==> src/rtl/input_debounce.sv <==
// Two-flop synchronizer followed by a full-word debouncer. A new word is
// committed to data_out only after the synchronized input has held the same
// value for G_STABLE consecutive clocks. valid pulses once per commit.
module input_debounce #(
  parameter int unsigned G_WIDTH  = 7,
  parameter int unsigned G_STABLE = 4   // legal range 2..255
) (
  input  logic               clk,
  input  logic               rst_n,
  input  logic [G_WIDTH-1:0] data_in,
  output logic [G_WIDTH-1:0] data_out,
  output logic               valid,
  output logic               busy
);

  localparam int unsigned CW = $clog2(G_STABLE + 1);
  // The counter reaches G_STABLE-1 on the last settling sample and commits there.
  localparam logic [CW-1:0] CNT_LAST = CW'(G_STABLE - 1);
  localparam logic [CW-1:0] CNT_ONE  = CW'(1);

  typedef enum logic {
    IDLE   = 1'b0,
    SETTLE = 1'b1
  } state_e;

  state_e             state_q, state_d;
  logic [G_WIDTH-1:0] sync1_q, sync1_d;
  logic [G_WIDTH-1:0] sync2_q, sync2_d;
  logic [G_WIDTH-1:0] cand_q, cand_d;
  logic [CW-1:0]      cnt_q, cnt_d;
  logic [G_WIDTH-1:0] data_out_q, data_out_d;
  logic               valid_q, valid_d;

  // Next-state logic: synchronizer shift plus the IDLE/SETTLE debounce FSM.
  always_comb begin
    // NOTE: every variable gets a default first so no path can infer a latch.
    state_d    = state_q;
    sync1_d    = data_in;
    sync2_d    = sync1_q;
    cand_d     = cand_q;
    cnt_d      = cnt_q;
    data_out_d = data_out_q;
    valid_d    = 1'b0;

    case (state_q)
      IDLE: begin
        if (sync2_q != data_out_q) begin
          cand_d  = sync2_q;
          cnt_d   = CNT_ONE;
          state_d = SETTLE;
        end
      end
      SETTLE: begin
        if (sync2_q == data_out_q) begin
          // Input fell back to the committed word: drop the candidate.
          state_d = IDLE;
        end else if (sync2_q != cand_q) begin
          // Any bit change restarts settling on the new word.
          cand_d = sync2_q;
          cnt_d  = CNT_ONE;
        end else if (cnt_q == CNT_LAST) begin
          data_out_d = cand_q;
          valid_d    = 1'b1;
          state_d    = IDLE;
        end else begin
          cnt_d = cnt_q + CNT_ONE;
        end
      end
      default: state_d = IDLE;
    endcase
  end

  // State register; reset clears synchronizer, candidate and committed word.
  always_ff @(posedge clk or negedge rst_n) begin
    // NOTE: the reset branch covers every flop, so reset mid-settle leaves nothing stale.
    if (!rst_n) begin
      state_q    <= IDLE;
      sync1_q    <= '0;
      sync2_q    <= '0;
      cand_q     <= '0;
      cnt_q      <= '0;
      data_out_q <= '0;
      valid_q    <= 1'b0;
    end else begin
      // NOTE: non-blocking assignments keep sync1 -> sync2 a true two-stage shift.
      state_q    <= state_d;
      sync1_q    <= sync1_d;
      sync2_q    <= sync2_d;
      cand_q     <= cand_d;
      cnt_q      <= cnt_d;
      data_out_q <= data_out_d;
      valid_q    <= valid_d;
    end
  end

  assign data_out = data_out_q;
  assign valid    = valid_q;
  assign busy     = (state_q == SETTLE);

endmodule

==> config.mk <==
export PLATFORM = sky130hd
export DESIGN_NAME = input_debounce
export DESIGN_NICKNAME = d
export VERILOG_FILES = /design/src/rtl/input_debounce.sv
export SDC_FILE = /design/constraint.sdc
export NUM_CORES = 1
export LEC_CHECK = 0
export ABC_AREA = 1
export CAP_MARGIN = 25
export CORE_MARGIN = 5
export CORE_UTILIZATION = 58
export CTS_CLUSTER_SIZE = 30
export DETAILED_ROUTE_END_ITERATION = 8
export PLACE_DENSITY = 0.84
export SETUP_SLACK_MARGIN = 0.2
export SYNTH_ARGS = -nofsm -noshare
export SYNTH_HDL_FRONTEND = slang
export SYNTH_SLANG_ARGS = --single-unit
==> constraint.sdc <==
create_clock -name clk -period 3.7 [get_ports clk]
set_input_delay 0.37 -clock clk [delete_from_list [all_inputs] [get_ports clk]]
set_output_delay 0.37 -clock clk [all_outputs]
set_load 0.01 [all_outputs]
After elaboration in Yosys (flattened, before gate mapping)
Index checks and enable logic that the tools add are counted.

cells by class
  add/sub/neg operators = 1
  equality and inequality tests = 8
  multiplexer cells = 18
  bitwise logic cells = 3
  reductions and logical operators = 3

operators by type and width
  cell                 count
  $mux 7               3
  $ne 7x7->1           2
  $pmux 7 s2           1
  $mux 3               4
  $mux 1               8
  $eq 7x7->1           1
  $pmux 3 s2           1
  $reduce_and 3->1     2
  $ne 2x2->1 const B   2
  $reduce_and 4->1     1
  $add 3x1->3 const B  1
  $eq 3x2->1 const B   1
  $ne 3x3->1 const B   1
  $not 1->1            3
  $ne 2x1->1 const B   1
  $pmux 1 s2           1

word-level totals
  register bits after elaboration = 33

Longest topological paths before layout
  depth in word-level cells = 5
  depth in mapped cells = 10
  gate-level depth less buffers = 10

Worst setup path after synthesis
Ideal clock, no wire load.

  path type = register to register
  start point = register data_out_q[1] (netlist: data_out[1])
  end point = register data_out_q[2] (netlist: data_out[2])
  arrival = 1193 ps
  required time = 3583 ps
  slack = 2391 ps
  stages on the path, launching flop included = 10
  buffers on the path = 0
  clock period less this slack = 1309 ps
  path through = dfrtp_1 > nand2_1 > inv_1 > nor2_1 > nor2_1 > and2_1 > nand2_2 > nand3_2 > nand2_1 > nand2_1

between the ends
  word-level cells in the longest chain between the ends = 3

ends and longest elaborated chain
  element                     line  source
  start, declared             31    logic [G_WIDTH-1:0] data_out_q, data_out_d;
  start signal, assigned      91    data_out_q <= data_out_d;
  $eq 7x7->1                  54    if (sync2_q == data_out_q) begin
  $not 1->1 (no line)         n/a
  $reduce_and 4->1 (no line)  n/a

Every way passes these cells.
A chain may end at the register's enable or synchronous reset.

Worst setup path after layout
  start point = register state_q (netlist: busy)
  end point = output busy

RTL lines
  element                 line  source
  start, declared         26    state_e state_q, state_d;
  start signal, assigned  86    state_q <= state_d;
  end, declared           13    output logic busy

No word-level cell between the ends.

==> impl_metrics.tcl <==
set metrics [dict create \
    worstPathRequired_ns 3.33 \
    clk_path_buf_depth 2 \
    critPathMaxStageDelay_ns 0.57 \
    synth_most_common_cell "nand2_1" \
    drt_pass1_iterations 4 \
    synth_nets 175 \
    cts_tree "done" \
    route.detailed.drc 0 \
    start_util_pct 59.7 \
    n_antenna_cell 0 \
    synth_seq_cells 33 \
    maxSlewViolCount 0 \
    place_ws_ns 2.21 \
    layout_min_cycle_time_ns 1.72 \
    synth.area.top_cells "dfrtp_1 57%, nand2_1 19%, inv_1 4.4%" \
    worst_hold_path.num_cells 0 \
    drt_iter0_markers 31 \
    die_w_um 60.0 \
    maxCapViolCount 0 \
    setup_viol 0 \
    avgViaCountPerCell 4.91 \
    overflow 0 \
    numCtsBuffers 5 \
    grt_antenna_before_repair 0 \
    post_cts_buffers 0 \
    slew-limit-headroom_pct 73.5 \
    leakagePower_nw 0.932 \
    cp_slowest_cell "clkdlybuf4s50_1" \
    synth_top_area_share_pct 56.8 \
    tightest_slew_ns 0.397 \
    cts.reportedPaths.clkPinSlew_ns 0.10 \
    placement_rows 18 \
    fillers 183 \
    cts_hold_buf 0 \
    ir_worst_vdd_v 0.000336 \
    io_pins 18 \
    synth-async-reset-ratio_pct 100 \
    hold_violations 0 \
    cts_sinks 33 \
    route.antenna.remaining_nets 0 \
    status "finished clean" \
    critPathArrivalTime_ns 1.35 \
    drive_above_1_share_pct 10.1 \
    synth_enable_flop_cells 0 \
    wl_per_cell_um 11.9 \
    synth_top_area_cell "dfrtp_1" \
    crit_path_end_kind "output pin" \
    cp-startpoint "busy" \
    area_growth_pct 18.6 \
    cp.depth 1 \
    clkPwrFrac_pct 31.4 \
    worstSetupStartpointType "flip-flop" \
    die_y_um 60.0 \
    r2r_cells 8 \
    place_hpwl_um 1900 \
    post-route-period-util_pct 46.4 \
    rsz0062_at_grt "no" \
    max_freq_mhz 582 \
    worstSetupPathType "flip-flop to output pin" \
    portBuffers 17 \
    ys_types 16 \
    synth_warnings 0 \
    p_total_uw 631 \
    fin_ws_ns 1.98 \
    combPwrFrac_pct 7.4 \
    p_seq_share_pct 61.1 \
    p_per_area_mw_per_mm2 366 \
    cp_top_family "buffers and inverters" \
    hold_path_class "flip-flop to flip-flop" \
    finalSetupTns_ns 0 \
    coreArea_mm2 0.00243 \
    avgSynthCellArea_um2 8.86 \
    num_vias 1075 \
    grt_pass1_vias 1013 \
    gp_congestion 0.793 \
    path_max_fanout 4 \
    ys.flop_type "dfrtp_1" \
    grt_pass1_wl_um 4450 \
    cts-resized-gates 0 \
    p_sw_uw 146 \
    skew_ns 0.0142 \
    insertion_delay_ns 0.33 \
    routed_wl_um 2600 \
    finalNetCount 200 \
    path_cells "clkdlybuf4s50_1" \
    grt_max_degree 34 \
    p_sw_share_pct 23.2 \
    synthesis.area_mm2 0.00145 \
    synth_common_cells "74 x nand2_1, 33 x dfrtp_1, 17 x inv_1" \
    cts-root-buf "clkbuf_4" \
    path_buf_inv 1 \
    min-delay-start "sync1_q[2]" \
    htreeDepth 2 \
    netlist_instances 164 \
    hold_slack_ns 0.354 \
    grt_usage_pct 17.7 \
    yosysSeqAreaShare_pct 56.8 \
    r2r-start "sync2_q[5]" \
    p_int_uw 485 \
    die_area_mm2 0.00361 \
]
[placed cells by master (no fill, tap or decap)]
cell type and instances:
nand3_1 10, nor2_1 8, clkbuf_8 1, a21oi_1 1
and2_1 1, ha_1 2, clkbuf_1 1, nand2_4 3
nand3_2 1, nor2_2 2, xnor2_1 5, inv_2 2
nand2_2 2, nor2_8 2, buf_4 1, dfrtp_1 33
clkdlybuf4s50_1 17, nand2_1 74, clkbuf_4 5, inv_1 17
xor2_1 1
[path summary, 6_finish.rpt]
check                               to  slack [ns]
max                               busy        1.98
min                         sync2_q[2]        0.35
max reg2reg                data_out[4]        2.19
min reg2reg                 sync2_q[2]        0.35
max in group asynchronous   sync1_q[3]        2.98
min in group asynchronous  data_out[6]        0.43
[through the flow]
step / std cells / utilization, % / area, µm²
global placement: 212 / 68.6 / 1670
detailed placement: 212 / 68.6 / 1670
global route: 219 / 70.8 / 1720
finish: 219 / 70.8 / 1720
CTS: 219 / 70.8 / 1720
floorplan: 164 / - / 1450
[sequential cells by signal, indices dropped and copies added (netlist names)]
| register | count |
|---|---|
| sync1_q | 7 |
| cand_q | 7 |
| data_out | 7 |
| cnt_q | 3 |
| busy | 1 |
| sync2_q | 7 |
| valid | 1 |
[per-layer routing]
metal,vias up,share of wire (%),global-route usage (%)
met4,0,2.3,9.81
met2,23,50,27.2
met1,508,43,21.0
met5,-,0,0
met3,5,5.6,7.34
li1,539,-,-
[logic make-up (layout without fill, tap and decap cells)]
logic type | after synthesis | after routing | share of synthesized area [%]
and+or+nand+nor | 103 | 103 | 32.6
DFF | 33 | 33 | 56.8
buffers and inverters | 19 | 44 | 4.91
xor gates and xnor gates | 6 | 6 | 3.62
adders and majority gates | 2 | 2 | 1.72
AOI/OAI and AO/OA | 1 | 1 | 0.344
[layout make-up]
cell class              instances  area [µm²]  area share [%]
flip-flops and latches         33         826            47.9
multi-input cells             112         556            32.2
repair buffers                 18         178            10.3
inverters                      19        71.3            4.14
clock buffers                   7        55.1            3.20
well taps                      30        37.5            2.18
[power groups by stage]
stage	Sequential (mW)	Clock [mW]	Combinational, mW
2_1_floorplan	0.390	0	0.0263
3_3_place_gp	0.391	0	0.0468
3_5_place_dp	0.393	0	0.0480
4_1_cts	0.386	0.208	0.0482
5_1_grt	0.388	0.222	0.0540
6_report	0.386	0.198	0.0470
(Power assumes the default switching activity.)
